**config.mk**
```make
export PLATFORM = sky130hd
export DESIGN_NAME = seq_div32
export DESIGN_NICKNAME = d
export VERILOG_FILES = /design/src/rtl/seq_div32.sv
export SDC_FILE = /design/constraint.sdc
export NUM_CORES = 1
export LEC_CHECK = 0
export BUFFER_PORTS_ARGS = -buffer_cell sky130_fd_sc_hd__buf_2
export CORE_MARGIN = 2
export CORE_UTILIZATION = 40
export DETAILED_ROUTE_END_ITERATION = 8
export PLACE_DENSITY = 0.58
export SLEW_MARGIN = 10
export SYNTH_ARGS = -nofsm -noshare
export SYNTH_HDL_FRONTEND = slang
export SYNTH_SLANG_ARGS = --single-unit
```
**constraint.sdc**
```tcl
create_clock -name clk -period 8.9 [get_ports clk]
set_input_delay 0.445 -clock clk [delete_from_list [all_inputs] [get_ports clk]]
set_output_delay 0.445 -clock clk [all_outputs]
set_load 0.05 [all_outputs]
```
**src/rtl/seq_div32.sv**
```systemverilog
// seq_div32: iterative radix-2 restoring unsigned divider, one quotient bit per clock,
// behind a start/busy/done handshake with registered quotient, remainder and div-by-zero flag.
module seq_div32 #(
    parameter int WIDTH = 32
) (
    input  logic             clk,
    input  logic             rst_n,
    input  logic             start,
    input  logic [WIDTH-1:0] dividend,
    input  logic [WIDTH-1:0] divisor,
    output logic             busy,
    output logic             done,
    output logic [WIDTH-1:0] quotient,
    output logic [WIDTH-1:0] remainder,
    output logic             div_by_zero
);
    localparam int CNT_W = $clog2(WIDTH + 1);

    typedef enum logic [1:0] {IDLE, CALC, DONE} state_t;

    state_t           state_q, state_d;
    logic [WIDTH:0]   p_q, p_d, shl, t;
    logic [WIDTH-1:0] sh_q, sh_d, dvs_q, dvs_d, quo_q, quo_d, rem_q, rem_d;
    logic [CNT_W-1:0] cnt_q, cnt_d;
    logic             dbz_q, dbz_d;

    always_ff @(posedge clk or negedge rst_n) begin
        if (!rst_n) begin
            state_q <= IDLE;
            p_q     <= '0;
            sh_q    <= '0;
            dvs_q   <= '0;
            cnt_q   <= '0;
            quo_q   <= '0;
            rem_q   <= '0;
            dbz_q   <= 1'b0;
        end else begin
            state_q <= state_d;
            p_q     <= p_d;
            sh_q    <= sh_d;
            dvs_q   <= dvs_d;
            cnt_q   <= cnt_d;
            quo_q   <= quo_d;
            rem_q   <= rem_d;
            dbz_q   <= dbz_d;
        end
    end

    always_comb begin
        state_d = state_q;
        p_d     = p_q;
        sh_d    = sh_q;
        dvs_d   = dvs_q;
        cnt_d   = cnt_q;
        quo_d   = quo_q;
        rem_d   = rem_q;
        dbz_d   = dbz_q;
        shl     = {p_q[WIDTH-1:0], sh_q[WIDTH-1]};
        t       = shl - {1'b0, dvs_q};
        if (state_q == CALC) begin
            // a set MSB on the trial difference means the divisor did not fit: restore
            p_d   = t[WIDTH] ? shl : t;
            sh_d  = {sh_q[WIDTH-2:0], ~t[WIDTH]};
            cnt_d = cnt_q - CNT_W'(1);
            if (cnt_q == CNT_W'(1)) begin
                quo_d   = sh_d;
                rem_d   = p_d[WIDTH-1:0];
                dbz_d   = 1'b0;
                state_d = DONE;
            end
        end else if (start) begin
            dvs_d = divisor;
            if (divisor == '0) begin
                quo_d   = '1;
                rem_d   = dividend;
                dbz_d   = 1'b1;
                state_d = DONE;
            end else begin
                p_d     = '0;
                sh_d    = dividend;
                cnt_d   = CNT_W'(WIDTH);
                state_d = CALC;
            end
        end else begin
            state_d = IDLE;
        end
    end

    assign busy        = (state_q == CALC);
    assign done        = (state_q == DONE);
    assign quotient    = quo_q;
    assign remainder   = rem_q;
    assign div_by_zero = dbz_q;
endmodule

```
==> summary.md, run 1 <==
The multiplexer fraction of the synthesized cell area works out to 0.0537. Ranked by total cell area, the synthesized netlist is headed by sky130_fd_sc_hd__dfrtp_1 47%, sky130_fd_sc_hd__a21oi_1 6.2%, sky130_fd_sc_hd__ha_1 4.8%. Once the clock tree was built, the resizer swapped 0 gates to a different size. The first global-routing pass estimated 38.5 mm of wire. The sequential area share after synthesis is 0.473, and the synthesized-area fraction occupied by xor and xnor cells is 0.0284.

In this run the deepest clock path goes through 2 buffers. The tools report the startpoint of the most critical register-to-register path as state_q[0]$_DFFE_PN0P_. The flow ran to the end, and the final reports show no timing, DRC or antenna violations.

The fraction of registers with async set or reset after synthesis is 1.00, and the via count of the first global-routing pass is 7083. TritonCTS built the clock tree. The tools report the number of CTS-inserted buffers as 17.

The proportion of layout cells with a drive suffix above 1 was 0.190. Nature of the critical path startpoint: a flip-flop. After synthesis, the largest family of logic cells by area is compound AO/OA/AOI/OAI gates. The pre-antenna-repair detailed-routing pass consisted of 5 iterations. The worst path needs 4020 ps of the cycle, external delays included. The path class of the tightest hold or removal check is primary input to async pin. In this run the core area contains 54 standard-cell rows. After synthesis, the most frequently instantiated cells are 169 x sky130_fd_sc_hd__dfrtp_1, 113 x sky130_fd_sc_hd__nand2_1, 110 x sky130_fd_sc_hd__a21oi_1, 102 x sky130_fd_sc_hd__nor2_1, 84 x sky130_fd_sc_hd__o21ai_0.

For the final routed database, the setup TNS stands at 0 ps. Derived from the worst setup path, the maximum achievable clock frequency is 249 MHz. The share of the synthesized area in compound gates (AO/OA/AOI/OAI) was 0.189. The floorplan step set the die width to 154 µm. The worst setup path is of the flip-flop to flip-flop kind. The most used flip-flop cell after synthesis is sky130_fd_sc_hd__dfrtp_1.

The tools report the initial antenna violation count as 0. At the worst endpoint, the arrival time is 4390 ps. The number of distinct library cells after synthesis is 54, and the actual transition at the worst max-transition pin is 1060 ps.

Counting cells, the worst reg-to-reg path comes to 11. The run gives 0.203 as the total global-route track usage. sky130_fd_sc_hd__dfrtp_1 is the most common cell in the netlist. The logs give 1093 for the net count of the mapped netlist and 0 for the final count of negative-setup-slack endpoints.

The cell sitting at the root of the clock tree is a sky130_fd_sc_hd__clkbuf_16. The summed instance area of the synthesized netlist is 0.00895 mm². The largest fanout of any net on the critical path was 79. The logs give 0 for the number of design rule violations left after detail routing and 0 for the quantity of hold-fixing buffers added after cts.

The aggregate global routing overflow was 0; the portion of the clock cycle consumed by the worst path in the final layout was 0.452. Registers take 0.00423 mm². The worst register-to-register path ends at remainder[13]$_DFFE_PN0P_. On the final layout, the worst clock skew is 10.6 ps. The detailed router finished its first iteration with 575 violations.

The total half-perimeter wirelength after legalization and detailed placement is 17.1 mm. The clock transition time at the flip-flop clock pins of the worst setup and hold paths was 70 ps. The diode insertion count for antenna repair is 0, and the relative slew slack is 0.286.

The clock sink count was 169. The count of yosys warnings during synthesis is 0. The mean cell area of the mapped netlist works out to 9.03 µm². The maximum number of pins on one net before global-route repair is 102. After detailed routing, the average wire length per cell comes to 16.8 µm. The fraction of the mapped netlist area in simple logic gates was 0.163; the number of nets in the layout was 1198. Counting the fill cells in the layout gives 2171.

Summing all multi-input logic gate instances after layout gives 0.00435 mm². Final estimated routing congestion in global placement: 0.852. Register-to-register path setup slack: 4880 ps. 134 I/O pins were placed. The die area is 0.0236 mm², and the clock insertion delay at the later pin of the skew report is 440 ps. The logs give 9270 ps for the required arrival time at the worst endpoint and 0.409 for the initial core utilization.

The die boundary height was 154 µm; the number of buffer cells added on primary ports was 133. Using the TritonRoute via totals, the vias-per-cell ratio works out to 5.35. The share of the synthesized area in the top cell type came out at 0.473. The count of nets left with antenna violations once routing finished came out at 0. In this run, synthesis produced a sequential element count of 169. The worst setup path is captured at a flip-flop. The max-slew violation total from the final report came out at 0. The area share of fa/ha/maj cells after synthesis is 0.0498, and the H-tree level count is 4.

The core region is 0.0219 mm². The number of synthesized flops with an enable pin works out to 0. The detailed-route via count was 7435; the number of buffers inserted by post-CTS setup repair was 0. The tools report the number of instances in the synthesized netlist as 991. Setup repair after global routing left no endpoint under its margin.

The tool flagged a number of max-cap violations equal to 0. For this block, the routed nets add up to 23.4 mm of wire. sky130_fd_sc_hd__dfrtp_1 takes more of the synthesized area than any other cell.

The layout-stage area growth over the synthesis result is 16.2%, and the number of hold violations in the final report is 0.
-- state kept, by name, indices dropped and copies added, names as in the netlist --
| register | count |
|---|---|
| cnt_q | 6 |
| quotient | 32 |
| state_q | 2 |
| p_q | 32 |
| dvs_q | 32 |
| sh_q | 32 |
| remainder | 32 |
| div_by_zero | 1 |
-- critical path, stage by stage (launching register included) --
cell and delay [ps]:
sky130_fd_sc_hd__dfrtp_1 420, sky130_fd_sc_hd__nand2b_4 550, sky130_fd_sc_hd__nand2_1 110, sky130_fd_sc_hd__buf_4 290, sky130_fd_sc_hd__nor4_1 850, sky130_fd_sc_hd__nor2_2 30
sky130_fd_sc_hd__buf_4 280, sky130_fd_sc_hd__inv_2 310, sky130_fd_sc_hd__buf_4 610, sky130_fd_sc_hd__o21ai_0 200, sky130_fd_sc_hd__a21oi_1 160, sky130_fd_sc_hd__a21o_1 100
-- area by class of cell --
cell class	count	area share
Clock inverter	10	0.0117
Clock buffer	22	0.0427
Multi-Input combinational cell	721	0.418
Tap cell	280	0.0337
Timing Repair Buffer	142	0.0711
Sequential cell	169	0.407
Inverter	45	0.0162
-- stage by stage --
stage	cells	utilization	hold slack, ps	setup WS, ps	area (µm²)
2_1_floorplan	991	-	149	5870	8950
3_3_place_gp	1357	0.449	459	5090	9830
6_report	1389	0.475	118	4880	10400
4_1_cts	1389	0.475	170	4900	10400
5_1_grt	1389	0.475	200	4450	10400
3_5_place_dp	1357	0.449	465	4930	9830
-- per-layer routing --
metal / track usage / part of all wire / wire [µm]
met5: 0 / 0 / 0
met4: 0.0612 / 0.018 / 411
met3: 0.0338 / 0.047 / 1110
met2: 0.287 / 0.42 / 9890
met1: 0.315 / 0.51 / 12000
-- cell families after synthesis --
logic type / count (synthesis)
xor+xnor: 29
compound gates: 291
buf+inv: 101
simple gates: 322
fa+ha+maj: 35
flops: 169
mux: 44
-- cell usage in the layout, fill, tap and decap left out, types with 4 or more instances in the layout --
master,Yosys,routed
sky130_fd_sc_hd__mux2_2,32,32
sky130_fd_sc_hd__nor2_1,102,101
sky130_fd_sc_hd__clkbuf_16,0,17
sky130_fd_sc_hd__o31ai_1,4,4
sky130_fd_sc_hd__dfrtp_1,169,169
sky130_fd_sc_hd__xnor2_1,21,21
sky130_fd_sc_hd__o21ai_0,84,84
sky130_fd_sc_hd__clkinvlp_4,0,4
sky130_fd_sc_hd__or3_1,5,5
sky130_fd_sc_hd__and3_1,23,23
sky130_fd_sc_hd__mux2i_1,12,12
sky130_fd_sc_hd__buf_4,2,9
sky130_fd_sc_hd__ha_1,34,34
sky130_fd_sc_hd__nand2b_1,11,9
sky130_fd_sc_hd__inv_1,44,43
sky130_fd_sc_hd__a31oi_1,34,34
sky130_fd_sc_hd__nand2_1,113,113
sky130_fd_sc_hd__nor4_1,10,10
sky130_fd_sc_hd__o21ai_1,5,5
sky130_fd_sc_hd__buf_2,3,132
sky130_fd_sc_hd__o211ai_1,7,7
sky130_fd_sc_hd__a21o_1,6,6
sky130_fd_sc_hd__a21oi_1,110,110
sky130_fd_sc_hd__nand3_1,28,28
sky130_fd_sc_hd__nand3b_1,5,5
sky130_fd_sc_hd__xor2_1,8,8
sky130_fd_sc_hd__a211oi_1,6,6
sky130_fd_sc_hd__nor2b_1,5,4
sky130_fd_sc_hd__o21a_1,8,8
sky130_fd_sc_hd__nand4_1,8,8
sky130_fd_sc_hd__clkbuf_1,48,5
-- worst max-delay path by stage --
stage	start	endpoint	slack, ps	cells after the start
floorplan	sh_q[31]$_DFFE_PN0P_	remainder[19]$_DFFE_PN0P_	5870	14
global placement	state_q[0]$_DFFE_PN0P_	remainder[13]$_DFFE_PN0P_	5090	11
detailed placement	state_q[0]$_DFFE_PN0P_	remainder[13]$_DFFE_PN0P_	4930	11
CTS	state_q[0]$_DFFE_PN0P_	remainder[13]$_DFFE_PN0P_	4900	11
global route	state_q[0]$_DFFE_PN0P_	remainder[13]$_DFFE_PN0P_	4450	11
finish	state_q[0]$_DFFE_PN0P_	remainder[13]$_DFFE_PN0P_	4880	11
Power of run 1 is left out: the tool's default activity adds up to more than one toggle a clock period on the data nets, which glitch-free logic cannot reach.
==> inputs of run 2 (changes only) <==
--- a/config.mk
+++ b/config.mk
@@ -5,11 +5,12 @@
 export SDC_FILE = /design/constraint.sdc
 export NUM_CORES = 1
 export LEC_CHECK = 0
+export ABC_AREA = 1
 export BUFFER_PORTS_ARGS = -buffer_cell sky130_fd_sc_hd__buf_2
 export CORE_MARGIN = 2
 export CORE_UTILIZATION = 40
 export DETAILED_ROUTE_END_ITERATION = 8
-export PLACE_DENSITY = 0.58
+export PLACE_DENSITY = 0.6
 export SLEW_MARGIN = 10
 export SYNTH_ARGS = -nofsm -noshare
 export SYNTH_HDL_FRONTEND = slang
==> constraint.sdc (replaced) <==
create_clock -name clk -period 3.4 [get_ports clk]
set_input_delay 0.17 -clock clk [delete_from_list [all_inputs] [get_ports clk]]
set_output_delay 0.17 -clock clk [all_outputs]
set_load 0.05 [all_outputs]
==> run 2 against run 1 <==
First-iteration DRC count grew 26%. Final cell count rose by 42%. Largest cell class unchanged. Worst setup slack got worse by 4100 ps. Die area grew 20%. Sequential share of layout area decreased by 7.0 points. Wire length increased by 24%. Via count increased by 28%. Fmax is 54% higher. Global-route usage is 0.73 points higher. Non-clock buffer count rose by 33. Highest routed layer unchanged.
==> summary.md, run 2 <==
The run gives 21.7 mm (was 17.1 mm) as the total half-perimeter wirelength after legalization and detailed placement. The number of buffer cells added on primary ports came out at 133 (unchanged). Boundary pin count: 134 (unchanged).

The maximum number of pins on one net before global-route repair is 68 (was 102), and the quantity of hold-fixing buffers added after cts is 33 (was 0). The tools report the number of design rule violations left after detail routing as 0 (unchanged). For the final count of negative-setup-slack endpoints, the log shows 0 (unchanged). Signal arrival time at the worst endpoint: 2990 ps (was 4390 ps).

Setup repair after global routing left no endpoint under its margin. For hold timing, the worst endpoint is sh_q[16]$_DFFE_PN0P_. The sequential area share after synthesis is 0.391 (was 0.473). The H-tree level count came out at 4 (unchanged). The run finished with clean final reports. The clock transition time at the flip-flop clock pins of the worst setup and hold paths is 80 ps (was 70 ps), and the number of CTS-inserted buffers is 17 (unchanged). The run gives 790 ps (was 4880 ps) as the register-to-register path setup slack.

The logs give 0.0284 mm² (was 0.0236 mm²) for the die area and 0 (unchanged) for the initial antenna violation count. The total global-route track usage is 0.210 (was 0.203). The summed instance area of the synthesized netlist was 0.0108 mm² (was 0.00895 mm²). The cell at the root of the clock tree is sky130_fd_sc_hd__clkbuf_16 (unchanged). The first-pass GRT wire length is 47.6 mm (was 38.5 mm). The commonest non-fill, non-tap cell in the layout is sky130_fd_sc_hd__nand2_1 (was sky130_fd_sc_hd__dfrtp_1). The total iterations of the first detailed-routing run came out at 7 (was 5). The portion of the clock cycle consumed by the worst path in the final layout works out to 0.767 (was 0.452).

The run gives 0.00528 mm² (was 0.00435 mm²) as the area of combinational cells with multiple inputs. Maximum cell stage delay along the critical path: 440 ps (was 850 ps). The tools report the number of violations reported at the end of detailed-routing iteration 0 as 727 (was 575).

Most used flip-flop cell after synthesis: sky130_fd_sc_hd__dfrtp_1 (unchanged). The startpoint identified for the worst hold timing path is dividend[16]. The startpoint of the most critical register-to-register path was dvs_q[0]$_DFFE_PN0P_ (was state_q[0]$_DFFE_PN0P_). The tools report the count of yosys warnings during synthesis as 0 (unchanged). Synth top cells by count: 449 x sky130_fd_sc_hd__nand2_1, 249 x sky130_fd_sc_hd__inv_1, 169 x sky130_fd_sc_hd__dfrtp_1, 112 x sky130_fd_sc_hd__nor2_1, 84 x sky130_fd_sc_hd__nand3_2 (was 169 x sky130_fd_sc_hd__dfrtp_1, 113 x sky130_fd_sc_hd__nand2_1, 110 x sky130_fd_sc_hd__a21oi_1, 102 x sky130_fd_sc_hd__nor2_1, 84 x sky130_fd_sc_hd__o21ai_0). Number of nets in the layout: 1720 (was 1198). The horizontal die dimension works out to 168 µm (was 154 µm). The relative slew slack is 0.312 (was 0.286), and the clock insertion delay at the later pin of the skew report is 440 ps (about the same).

Final critical delay including setup and external delays: 2610 ps (was 4020 ps). The average routed wire per standard cell works out to 14.7 µm (was 16.8 µm). For the maximum root-to-sink buffer count, the log shows 2 (unchanged).

Share of the synthesized area in the top cell type: 0.391 (was 0.473). The leading cell type by number of instances after synthesis was sky130_fd_sc_hd__nand2_1 (was sky130_fd_sc_hd__dfrtp_1). The number of cells upsized or downsized after cts was 0 (unchanged).

The startpoint-to-endpoint class of the critical path was flip-flop to flip-flop (unchanged). The layout-stage area growth over the synthesis result was 16.2% (about the same). The worst hold path was traced through 3 stages. For the number of inserted filler cells in the final layout, the log shows 2726 (was 2171). The number of instances in the synthesized netlist is 1477 (was 991), and the net count of the mapped netlist is 1579 (was 1093). Aggregate global routing overflow: 0 (unchanged). The largest fanout of any net on the critical path is 33 (was 79), and the clock sink count is 169 (unchanged). The actual transition at the worst max-transition pin is 1030 ps (was 1060 ps), and the via count of the first global-routing pass is 9222 (was 7083). The tools report the initial core utilization as 0.405 (was 0.409). Critical path, cell by cell: ha_1, inv_1, fa_1, nand2_1, nand2_1, nand3_2, nand2_2, nand2_2, nand2_4, nand2_4, nand3_2, nand2_8, nand3_1, nand3_1, nand2_1, inv_1 (was nand2b_4, nand2_1, buf_4, nor4_1, nor2_2, buf_4, inv_2, buf_4, o21ai_0, a21oi_1, a21o_1).

The critical path capture point type is a flip-flop (unchanged). The tools report the clock skew as 18.2 ps (was 10.6 ps). The detailed-route via count is 9519 (was 7435), and the worst reg-to-reg path cell count is 16 (was 11). For the number of nets still failing antenna checks after routing, the log shows 0 (unchanged). Most frequent cell on the critical path: sky130_fd_sc_hd__nand2_1 (was sky130_fd_sc_hd__buf_4). Final estimated routing congestion in global placement: 0.897 (was 0.852). The worst hold margin came out at 25.1 ps (was 118 ps).

Path category of the worst min-delay check: primary input to flip-flop (was primary input to async pin). The proportion of layout cells with a drive suffix above 1 works out to 0.202 (was 0.190). Slowest cell on the critical path: sky130_fd_sc_hd__dfrtp_1 (was sky130_fd_sc_hd__nor4_1). The logs give 0.00423 mm² (unchanged) for the area of all sequential standard cells and 383 MHz (was 249 MHz) for the highest attainable clock frequency. The number of max-capacitance violations reported was 0 (unchanged). The number of distinct library cells after synthesis was 42 (was 54); the synthesis-stage register bit count was 169 (unchanged).

The tools report the number of buffers inserted by post-CTS setup repair as 0 (unchanged). The number of hold violations in the final report came out at 0 (unchanged). Leading post-synthesis cells by cell area: sky130_fd_sc_hd__dfrtp_1 39%, sky130_fd_sc_hd__nand2_1 16%, sky130_fd_sc_hd__inv_1 8.6% (was sky130_fd_sc_hd__dfrtp_1 47%, sky130_fd_sc_hd__a21oi_1 6.2%, sky130_fd_sc_hd__ha_1 4.8%). The die boundary height works out to 168 µm (was 154 µm). For the placeable core area, the log shows 0.0267 mm² (was 0.0219 mm²). The required arrival time at the worst endpoint was 3780 ps (was 9270 ps). The tools report the nature of the critical path startpoint as a flip-flop (unchanged).

The diode insertion count for antenna repair was 0 (unchanged). The fraction of registers with async set or reset after synthesis works out to 1.00 (unchanged). The number of core rows is 60 (was 54). For the final sum of negative setup slack, the log shows 0 ps (unchanged).

The biggest area consumer among synthesized cells was sky130_fd_sc_hd__dfrtp_1 (unchanged). The number of synthesized flops with an enable pin is 0 (unchanged). The tools report the reg-to-reg endpoint as remainder[2]$_DFFE_PN0P_ (was remainder[13]$_DFFE_PN0P_). TritonCTS built the clock tree. The total wirelength of the detailed-routed design was 29.0 mm (was 23.4 mm). Mean cell area of the mapped netlist: 7.32 µm² (was 9.03 µm²). Commonest cells after routing, fill and taps aside: 448 x sky130_fd_sc_hd__nand2_1, 249 x sky130_fd_sc_hd__inv_1, 169 x sky130_fd_sc_hd__dfrtp_1 (was 169 x sky130_fd_sc_hd__dfrtp_1, 132 x sky130_fd_sc_hd__buf_2, 113 x sky130_fd_sc_hd__nand2_1). The max-slew violation total from the final report came out at 0 (unchanged). The via count normalized by instance count was 4.83 (was 5.35).
-- run 2: cells by family after synthesis --
kind of cell               after synthesis  synth area share
xor gates and xnor gates                15            0.0121
muxes                                    1           0.00104
DFF                                    169             0.391
buffers and inverters                  315             0.122
and+or+nand+nor                        800             0.360
AOI/OAI and AO/OA                      142            0.0731
adders and majority gates               35            0.0412
-- run 2: layout make-up --
cell class | instances | share of cell area
Multi-Input combinational cell | 993 | 0.420
Timing Repair Buffer | 175 | 0.0851
Clock buffer | 18 | 0.0349
Sequential cell | 169 | 0.336
Inverter | 262 | 0.0784
Tap cell | 341 | 0.0339
Clock inverter | 14 | 0.0114
-- run 2: worst max-delay path: cells and delay by family, from the launching register on --
family | cells | cell delay [ps]
buffers and inverters | 2 | 130
adder cells (fa/ha/maj) | 2 | 590
flip-flops | 1 | 440
AND/OR/NAND/NOR | 12 | 1380
-- run 2: worst max-delay path by stage --
| stage | start | end | slack, ps | cells after the start |
|---|---|---|---|---|
| after floorplan | sh_q[31]$_DFFE_PN0P_ | remainder[7]$_DFFE_PN0P_ | 1210 | 19 |
| after global placement | dvs_q[0]$_DFFE_PN0P_ | remainder[27]$_DFFE_PN0P_ | 850 | 16 |
| after detailed placement | dvs_q[0]$_DFFE_PN0P_ | remainder[2]$_DFFE_PN0P_ | 800 | 16 |
| after CTS | dvs_q[0]$_DFFE_PN0P_ | remainder[2]$_DFFE_PN0P_ | 780 | 16 |
| after global routing | dvs_q[0]$_DFFE_PN0P_ | remainder[2]$_DFFE_PN0P_ | 590 | 16 |
| final | dvs_q[0]$_DFFE_PN0P_ | remainder[2]$_DFFE_PN0P_ | 790 | 16 |
-- run 2: layer usage --
metal	vias up	wire, µm	GRT usage
met5	-	0	0
met4	0	453	0.0506
met3	32	1160	0.0320
met2	194	12700	0.330
met1	4424	14600	0.305
li1	4869	-	-
-- run 2: per-stage QoR --
stage                     instance area (µm²)   util  setup slack (ps)  instances
after global routing                    12600  0.470               593       1972
after floorplan                         10800      -              1210       1477
final                                   12600  0.470               791       1972
after detailed placement                11700  0.436               801       1907
after CTS                               12600  0.470               777       1972
after global placement                  11700  0.436               848       1907
Power of run 2 is left out for the same reason.
